## src/rtl/rf_scoreboard_if.sv

```systemverilog
// rf_sb_if: decode/writeback side bundle for rf_scoreboard.
//   slave  : scoreboard view (issue/retire/control in, hazard/status out)
//   master : decode/writeback driver view
interface rf_sb_if #(
  parameter int NREG = 8,
  parameter int AW   = 3
);
  logic            issue_valid;
  logic            issue_wr;
  logic [AW-1:0]   issue_rdst;
  logic            use_src1;
  logic [AW-1:0]   issue_rsrc1;
  logic            use_src2;
  logic [AW-1:0]   issue_rsrc2;
  logic            wb_valid;
  logic [AW-1:0]   wb_rdst;
  logic            flush;
  logic            drain_req;
  logic            ctrl_haz;
  logic            issue_ack;
  logic            drain_done;
  logic [NREG-1:0] pending;
  logic            sb_err;

  modport slave (
    input  issue_valid, issue_wr, issue_rdst, use_src1, issue_rsrc1,
           use_src2, issue_rsrc2, wb_valid, wb_rdst, flush, drain_req,
    output ctrl_haz, issue_ack, drain_done, pending, sb_err
  );

  modport master (
    output issue_valid, issue_wr, issue_rdst, use_src1, issue_rsrc1,
           use_src2, issue_rsrc2, wb_valid, wb_rdst, flush, drain_req,
    input  ctrl_haz, issue_ack, drain_done, pending, sb_err
  );
endinterface

```

## src/rtl/rf_scoreboard.sv

```systemverilog
// rf_scoreboard: issue/hazard scheduler for the decode-stage register file.
//   Per-register pending-write counters stall decode on RAW hazards and on
//   destination counter saturation; a small FSM drains in-flight writes for
//   control-flow / interrupt entry.
// Ports:
//   clk  - rising-edge clock
//   rst  - asynchronous reset, active low
//   sb   - rf_sb_if.slave: issue fields, writeback retire, flush, drain_req in;
//          ctrl_haz, issue_ack, drain_done, pending[NREG], sb_err out
// Build option:
//   RF_SB_BYPASS_EN - a source whose only outstanding write retires this cycle
//                     does not stall (the register file forwards writeData).
module rf_scoreboard #(
  parameter int NREG  = 8,
  parameter int AW    = 3,
  parameter int CNT_W = 2
) (
  input  logic     clk,
  input  logic     rst,
  rf_sb_if.slave   sb
);

  localparam logic [CNT_W-1:0] CNT_MAX = '1;
  localparam logic [CNT_W-1:0] CNT_ONE = CNT_W'(1);

  typedef enum logic [1:0] {IDLE, DRAIN, DONE} state_t;

  state_t                      state_q, state_d;
  logic [NREG-1:0][CNT_W-1:0]  cnt_q, cnt_d;
  logic [NREG-1:0]             pend_q, pend_d;
  logic                        err_q, err_d;
  logic                        byp1, byp2;
  logic                        src1_hit, src2_hit, sat, haz, ack;
  logic                        done;

`ifdef RF_SB_BYPASS_EN
  // Last outstanding write to the source retires now: value comes off the
  // writeback bus, so the read need not wait.
  assign byp1 = sb.wb_valid && (sb.wb_rdst == sb.issue_rsrc1) &&
                (cnt_q[sb.issue_rsrc1] == CNT_ONE);
  assign byp2 = sb.wb_valid && (sb.wb_rdst == sb.issue_rsrc2) &&
                (cnt_q[sb.issue_rsrc2] == CNT_ONE);
`else
  assign byp1 = 1'b0;
  assign byp2 = 1'b0;
`endif

  assign src1_hit = sb.use_src1 & pend_q[sb.issue_rsrc1] & ~byp1;
  assign src2_hit = sb.use_src2 & pend_q[sb.issue_rsrc2] & ~byp2;
  assign sat      = sb.issue_wr & (cnt_q[sb.issue_rdst] == CNT_MAX);
  assign haz      = sb.issue_valid & (src1_hit | src2_hit | sat | (state_q != IDLE));
  assign ack      = sb.issue_valid & ~haz;

  // Per-register counters: issue and retire in the same cycle cancel out;
  // a retire at zero is ignored here and flagged through err_d.
  for (genvar r = 0; r < NREG; r++) begin : g_cnt
    logic inc, dec;
    assign inc = ack & sb.issue_wr & (sb.issue_rdst == AW'(r));
    assign dec = sb.wb_valid & (sb.wb_rdst == AW'(r)) & (cnt_q[r] != '0);
    assign cnt_d[r] = sb.flush       ? '0 :
                      (inc & ~dec)   ? cnt_q[r] + CNT_ONE :
                      (dec & ~inc)   ? cnt_q[r] - CNT_ONE :
                                       cnt_q[r];
    assign pend_d[r] = |cnt_d[r];
  end

  // Flush discards the retire too, so it cannot raise the error.
  assign err_d = err_q | (~sb.flush & sb.wb_valid & (cnt_q[sb.wb_rdst] == '0));

  always_comb begin
    state_d = state_q;
    done    = 1'b0;
    case (state_q)
      IDLE:    if (sb.drain_req) state_d = DRAIN;
      // Look at next-state counters so the retiring edge itself completes it.
      DRAIN:   if (cnt_d == '0) state_d = DONE;
      DONE: begin
        done    = ~sb.flush;
        state_d = IDLE;
      end
      default: state_d = IDLE;
    endcase
    if (sb.flush) state_d = IDLE;
  end

  always_ff @(posedge clk or negedge rst) begin
    if (!rst) begin
      state_q <= IDLE;
      cnt_q   <= '0;
      pend_q  <= '0;
      err_q   <= 1'b0;
    end else begin
      state_q <= state_d;
      cnt_q   <= cnt_d;
      pend_q  <= pend_d;
      err_q   <= err_d;
    end
  end

  assign sb.ctrl_haz   = haz;
  assign sb.issue_ack  = ack;
  assign sb.drain_done = done;
  assign sb.pending    = pend_q;
  assign sb.sb_err     = err_q;

endmodule

```

## src/flat_wrapper.sv

```systemverilog
// flat-port wrapper written by rule: the top's interface ports become plain ports
module rf_scoreboard_flat 
#(
  parameter int NREG  = 8,
  parameter int AW    = 3,
  parameter int CNT_W = 2
)
  (clk, rst, sb_issue_valid, sb_issue_wr, sb_issue_rdst, sb_use_src1, sb_issue_rsrc1, sb_use_src2, sb_issue_rsrc2, sb_wb_valid, sb_wb_rdst, sb_flush, sb_drain_req, sb_ctrl_haz, sb_issue_ack, sb_drain_done, sb_pending, sb_sb_err);
  rf_sb_if #(.NREG(NREG), .AW(AW)) sb_i ();
  input  logic clk;
  input  logic rst;
  input wire logic [$bits(sb_i.issue_valid)-1:0] sb_issue_valid;
  input wire logic [$bits(sb_i.issue_wr)-1:0] sb_issue_wr;
  input wire logic [$bits(sb_i.issue_rdst)-1:0] sb_issue_rdst;
  input wire logic [$bits(sb_i.use_src1)-1:0] sb_use_src1;
  input wire logic [$bits(sb_i.issue_rsrc1)-1:0] sb_issue_rsrc1;
  input wire logic [$bits(sb_i.use_src2)-1:0] sb_use_src2;
  input wire logic [$bits(sb_i.issue_rsrc2)-1:0] sb_issue_rsrc2;
  input wire logic [$bits(sb_i.wb_valid)-1:0] sb_wb_valid;
  input wire logic [$bits(sb_i.wb_rdst)-1:0] sb_wb_rdst;
  input wire logic [$bits(sb_i.flush)-1:0] sb_flush;
  input wire logic [$bits(sb_i.drain_req)-1:0] sb_drain_req;
  output wire logic [$bits(sb_i.ctrl_haz)-1:0] sb_ctrl_haz;
  output wire logic [$bits(sb_i.issue_ack)-1:0] sb_issue_ack;
  output wire logic [$bits(sb_i.drain_done)-1:0] sb_drain_done;
  output wire logic [$bits(sb_i.pending)-1:0] sb_pending;
  output wire logic [$bits(sb_i.sb_err)-1:0] sb_sb_err;
  assign sb_i.issue_valid = sb_issue_valid;
  assign sb_i.issue_wr = sb_issue_wr;
  assign sb_i.issue_rdst = sb_issue_rdst;
  assign sb_i.use_src1 = sb_use_src1;
  assign sb_i.issue_rsrc1 = sb_issue_rsrc1;
  assign sb_i.use_src2 = sb_use_src2;
  assign sb_i.issue_rsrc2 = sb_issue_rsrc2;
  assign sb_i.wb_valid = sb_wb_valid;
  assign sb_i.wb_rdst = sb_wb_rdst;
  assign sb_i.flush = sb_flush;
  assign sb_i.drain_req = sb_drain_req;
  assign sb_ctrl_haz = sb_i.ctrl_haz;
  assign sb_issue_ack = sb_i.issue_ack;
  assign sb_drain_done = sb_i.drain_done;
  assign sb_pending = sb_i.pending;
  assign sb_sb_err = sb_i.sb_err;
  rf_scoreboard #(.NREG(NREG), .AW(AW), .CNT_W(CNT_W)) u_core (.clk(clk), .rst(rst), .sb(sb_i));
endmodule
```

## config.mk

```make
export PLATFORM = sky130hd
export DESIGN_NAME = rf_scoreboard_flat
export DESIGN_NICKNAME = d
export VERILOG_FILES = /design/src/rtl/rf_scoreboard_if.sv /design/src/rtl/rf_scoreboard.sv /design/src/flat_wrapper.sv
export SDC_FILE = /design/constraint.sdc
export NUM_CORES = 1
export LEC_CHECK = 0
export CORE_MARGIN = 4
export CORE_UTILIZATION = 55
export DETAILED_ROUTE_END_ITERATION = 8
export PLACE_DENSITY = 0.8
export SYNTH_ARGS = -nofsm -noshare
export SYNTH_HDL_FRONTEND = slang
export SYNTH_SLANG_ARGS = --single-unit
```

## constraint.sdc

```tcl
create_clock -name clk -period 3.3 [get_ports clk]
set_input_delay 0.825 -clock clk [delete_from_list [all_inputs] [get_ports clk]]
set_output_delay 0.825 -clock clk [all_outputs]
set_load 0.03 [all_outputs]
```

# Word level (Yosys, flattened, before mapping)
# Cells that the tools add are included.
[classes]
n_mux = 37
reduce_logical = 23
n_eq_ne = 19
n_addsub = 16
magnitude_cmp = 4
bitwise = 70
[ops]
columns = ["cell", "n"]
rows = [
  ["two-way mux 2 bit", 29],
  ["AND 1 bit", 48],
  ["equality test 3 bit, second input constant", 8],
  ["inverter 1 bit", 18],
  ["nonzero test 2 bit", 9],
  ["adder 2 x 1 -> 2 bit, second input constant", 8],
  ["zero test 16 bit", 1],
  ["< comparator 3 x 4 -> 1 bit, second input constant", 4],
  ["OR reduction 2 bit", 8],
  ["subtractor 2 x 1 -> 2 bit, second input constant", 8],
  ["binary-select mux 2 bit (select 3 bit)", 2],
  ["equality test 3 x 2 -> 1 bit, second input constant", 4],
  ["binary-select mux 1 bit (select 3 bit)", 2],
  ["equality test 3 x 1 -> 1 bit, second input constant", 2],
  ["zero test 3 bit", 2],
  ["equality test 2 bit, second input constant", 2],
  ["zero test 2 bit", 2],
  ["bitwise OR 1 bit", 4],
  ["case mux 2 bit (2 select lines)", 1],
  ["two-way mux 1 bit", 3],
  ["inequality test 3 x 2 -> 1 bit, second input constant", 1],
  ["inequality test 3 bit, second input constant", 1],
  ["equality test 2 x 1 -> 1 bit, second input constant", 1],
  ["AND reduction 2 bit", 1],
]
[word_totals]
output_inout_bits = 12
input_bits = 21
wordCells = 180
regBits = 27

# Logic depth before layout (Yosys ltp)
[depth]
ltp_word = 20
ltp_mapped = 10
mapped_depth_nobuf = 9

# Least setup slack after synthesis
# OpenSTA, ideal clock, no wires.
[synth_timing]
kind = "in2out"
from = "input sb_issue_rsrc2[1]"
to = "output sb_issue_ack"
cell_stages = 5
t_arrival_ns = 2.550
required_time_ns = 2.475
path_buffers = 0
setup_slack_ns = -0.075
cell_sequence = "mux4_1 a2bb2oi_1 a22o_1 a2111oi_0 and2_1"
[synth_between]
elab_chain_cells = 9
[synth_lines]
columns = ["item", "line_no", "rtl"]
rows = [
  ["start, declared", "flat_wrapper.sv:18", "input wire logic [$bits(sb_i.issue_rsrc2)-1:0] sb_issue_rsrc2;"],
  ["binary-select mux 1 bit (select 3 bit)", "rf_scoreboard.sv:49", "assign src2_hit = sb.use_src2 & pend_q[sb.issue_rsrc2] & ~byp2;"],
  ["two-way mux 1 bit (implied by the code)", "rf_scoreboard.sv:49", ""],
  ["AND 1 bit", "rf_scoreboard.sv:49", ""],
  ["bitwise OR 1 bit (3 in series)", "rf_scoreboard.sv:51", "assign haz = sb.issue_valid & (src1_hit | src2_hit | sat | (state_q != IDLE));"],
  ["AND 1 bit", "rf_scoreboard.sv:51", ""],
  ["inverter 1 bit", "rf_scoreboard.sv:52", "assign ack = sb.issue_valid & ~haz;"],
  ["AND 1 bit", "rf_scoreboard.sv:52", ""],
  ["end, declared", "flat_wrapper.sv:24", "output wire logic [$bits(sb_i.issue_ack)-1:0] sb_issue_ack;"],
]
# Every way passes these cells. The select of a mux whose other input is x is not followed.

# Worst setup path after layout
[layout_timing]
from = "input sb_issue_rsrc1[1]"
to = "output sb_issue_ack"
[layout_between]
elab_chain_cells = 9
[layout_lines]
columns = ["item", "line_no", "rtl"]
rows = [
  ["start, declared", "flat_wrapper.sv:16", "input wire logic [$bits(sb_i.issue_rsrc1)-1:0] sb_issue_rsrc1;"],
  ["binary-select mux 1 bit (select 3 bit)", "rf_scoreboard.sv:48", "assign src1_hit = sb.use_src1 & pend_q[sb.issue_rsrc1] & ~byp1;"],
  ["two-way mux 1 bit (implied by the code)", "rf_scoreboard.sv:48", ""],
  ["AND 1 bit", "rf_scoreboard.sv:48", ""],
  ["bitwise OR 1 bit (3 in series)", "rf_scoreboard.sv:51", ""],
  ["AND 1 bit", "rf_scoreboard.sv:51", ""],
  ["inverter 1 bit", "rf_scoreboard.sv:52", ""],
  ["AND 1 bit", "rf_scoreboard.sv:52", ""],
]
# Every way passes these cells. The select of a mux whose other input is x is not followed.

==> impl_metrics.toml <==
[run_status]
status = "finished, violations left"
violations = "negative setup slack"

[routing]
wl_per_cell_um = 17.8
postRouteAntennaNets = 0
via_count = 2467
via_per_inst = 6.17
drt_iter0_markers = 185
firstDrtPassIters = 4
drc = 0
wl_um = 7100

[synthesis]
synth_edf_count = 0
postSynth.asyncResetShare_pct = 100
synth_top_area_share_pct = 29.4
synth_compound_area_share_pct = 18.1
synth_area_leader_cell = "dfrtp_1"
synth-simple-area-share_pct = 27.1
avgSynthCellArea_sq_um = 8.98
synth.most_common_cell = "dfrtp_1"
synth-seq-area-share_pct = 29.4
synth_commonest_cells = "dfrtp_1, nor2_1, inv_1"
ys.warnings.count = 0
synth_xor_area_share_pct = 6.09
ys_seq_elements = 27
synth_mux_area_share_pct = 5.82
syn_area_sq_um = 2300
synthTopCellsByArea = "dfrtp_1, xnor2_1, ha_1"
synth_cell_type_count = 61
synth_fa_ha_area_share_pct = 8.27
syn-num-nets = 285
synth_top_family_by_area = "simple AND/OR/NAND/NOR gates"
synth_cells = 256
synth-main-ff-cell = "dfrtp_1"

[power]
p_switching_uw = 557
power_frac_comb_pct = 51.3
p_clk_share_pct = 14.2
power_frac_seq_pct = 34.5
swShare_pct = 39.9
vdd_drop_max_mv = 0.240
p_int_uw = 837
power.leakage_uw = 0.00134
power.density_nw_per_um2 = 432

[worst_hold_path]
hold_start = "u_core.sb.sb_err"
hold_class = "reg -> reg"

[floorplanning]
core_area_sq_um = 4030
core.rowCount = 23
die_w_um = 72.7
die_area_sq_um = 5280
start_util_pct = 57.1
io_pins = 33
die_h_um = 72.7

[critical_path]
cp-start-kind = "input port"
path_max_fanout = 3
worstPathRequired_ns = 2.47
worstSetupPathType = "in -> out"
r2r-start = "u_core.sb.pending[7]"
worstPathArrival_ns = 2.48
critPathLaunch = "sb_issue_rsrc1[1]"
end_kind = "output port"

[sta]
fin_crit_ns = 3.30
worst_pin_slew_ns = 0.526
fin_ws_ns = -0.00342
rsz0062_at_grt = "true"
fmax_mhz = 303
tns_ns = -0.00342
setup_viol = 1
finalCritPeriodShare_pct = 100
fin_worst_skew_ns = 0.00498
final-hold-violation-count = 0
slew_headroom_pct = 64.8
holdWs_ns = 0.514
maxSlewViolCount = 0

[cells_and_area]
fin_cells = 400
nNetsFinal = 380
n_antenna_cell = 0
area_growth_syn_to_layout_pct = 40.3
fill_cells = 272
layout-drive-gt1-share_pct = 28.6

[global_routing]
antenna_found_initial = 0
grt_overflow = 0
grt_max_degree = 28
grt_pass1_vias = 2547
grtUsageTotal_pct = 28.8
grt_pass1_wl_um = 11900

[clocking]
clkTransAtPathRegs_ns = 0.10
cts_tree = "yes"
cts_made_buffers = 3
cts_root_buf = "clkbuf_8"
cts_max_level = 1
clock_latency_ns = 0.27
clock-sinks = 27
max-clock-path-buffers = 2

[place]
gp_congestion = 0.889
dp_hpwl_um = 5430
port_buffers = 32
dp_cells = 392

[flow_run]
cap_violations = 0
-- layer usage --
layer  wire [um]  vias up  global-route usage (%)
li1            -     1161                       -
met1        2800     1169                    33.9
met2        3570      111                    53.1
met3         525       26                    3.99
met4         214        0                    9.84
met5           0        -                       0
-- cells in the final DEF, fill, tap and decap left out, drive strengths merged, types with 2 or more instances in the layout --
cell type	synthesis	final
a2111oi	4	4
a211oi	6	6
a21oi	7	7
a221oi	3	3
a2bb2oi	2	2
a311o	2	2
a311oi	3	3
a31oi	3	3
and2	3	3
and3	4	4
and4	4	4
and4bb	2	2
buf	4	75
clkbuf	7	5
clkdlybuf4s50	0	21
dfrtp	27	27
dlygate4sd2	0	3
ha	8	8
inv	18	18
maj3	9	9
mux2	2	2
mux2i	4	4
mux4	3	3
nand2	12	12
nand2b	5	5
nand3	9	9
nand4	7	7
nand4b	2	2
nor2	23	23
nor2b	4	4
nor3	15	15
nor4	5	5
nor4b	3	3
o21ai	6	6
o22ai	2	2
o31a	4	4
or3	2	2
or4	3	3
xnor2	16	16
-- state kept, by name (all words and copies together), names as in the netlist --
| name | count |
|---|---|
| u_core.cnt_q | 16 |
| u_core.state_q | 2 |
| u_core.sb.pending | 8 |
| u_core.sb.sb_err | 1 |
-- stage by stage --
stage                     power (uW)  setup WS [ns]  utilization (%)  instance area, sq um
after global placement          1120         -0.961             77.3                  3120
after global routing            1500         -0.117             80.1                  3230
final                           1390       -0.00342             80.1                  3230
after floorplan                  885        0.00678                -                  2300
after detailed placement        1160          -1.07             77.3                  3120
after CTS                       1370        -0.0173             79.0                  3180
-- worst paths after layout --
path                                           to  slack (ns)  cells after the start
worst max-delay path                 sb_issue_ack      -0.003                      8
worst min-delay path             u_core.sb.sb_err        0.51                      1
worst max register to register  u_core.state_q[1]        0.32                     11
worst min register to register   u_core.sb.sb_err        0.51                      1
max in group asynchronous       u_core.state_q[1]        2.11                      2
min in group asynchronous        u_core.cnt_q[14]        0.92                      2
-- cell families (layout without fill, tap and decap cells) --
group	Yosys count	after routing
buffers and inverters	29	123
adders and majority gates	17	17
DFF	27	27
xor gates and xnor gates	16	16
and+or+nand+nor	106	106
muxes	9	9
AOI/OAI and AO/OA	52	52
-- worst max-delay path, stage by stage --
cell and delay (ns):
buf_8 0.08, mux4_2 0.49, a2bb2oi_2 0.16, a22o_1 0.29
a2111oi_4 0.21, buf_4 0.17, and2_4 0.13, buf_6 0.12
-- final cells by class --
type	count	area (sq um)	share of cell area [%]
well taps	50	62.6	1.94
multi-input cells	200	1550	48.1
clock buffers	4	45.0	1.40
repair buffers	101	823	25.5
flip-flops and latches	27	676	20.9
inverters	18	67.6	2.09
-- power groups by stage --
| stage | combinational, uW | sequential, uW | clock [uW] |
|---|---|---|---|
| 3_3_place_gp | 653 | 472 | 0 |
| 5_1_grt | 793 | 491 | 216 |
| 6_report | 715 | 482 | 198 |
| 3_5_place_dp | 679 | 477 | 0 |
| 4_1_cts | 691 | 473 | 202 |
| 2_1_floorplan | 399 | 486 | 0 |
-- repair_timing --
item,4_1_cts,5_1_grt
gates resized for setup,32,10
setup endpoints to repair,6,4
hold buffers,0,0
pin swaps,3,2
buffers inserted,2,2
endpoints found under the hold margin,0,0
Note: power is estimated with default switching activity, not from simulation.
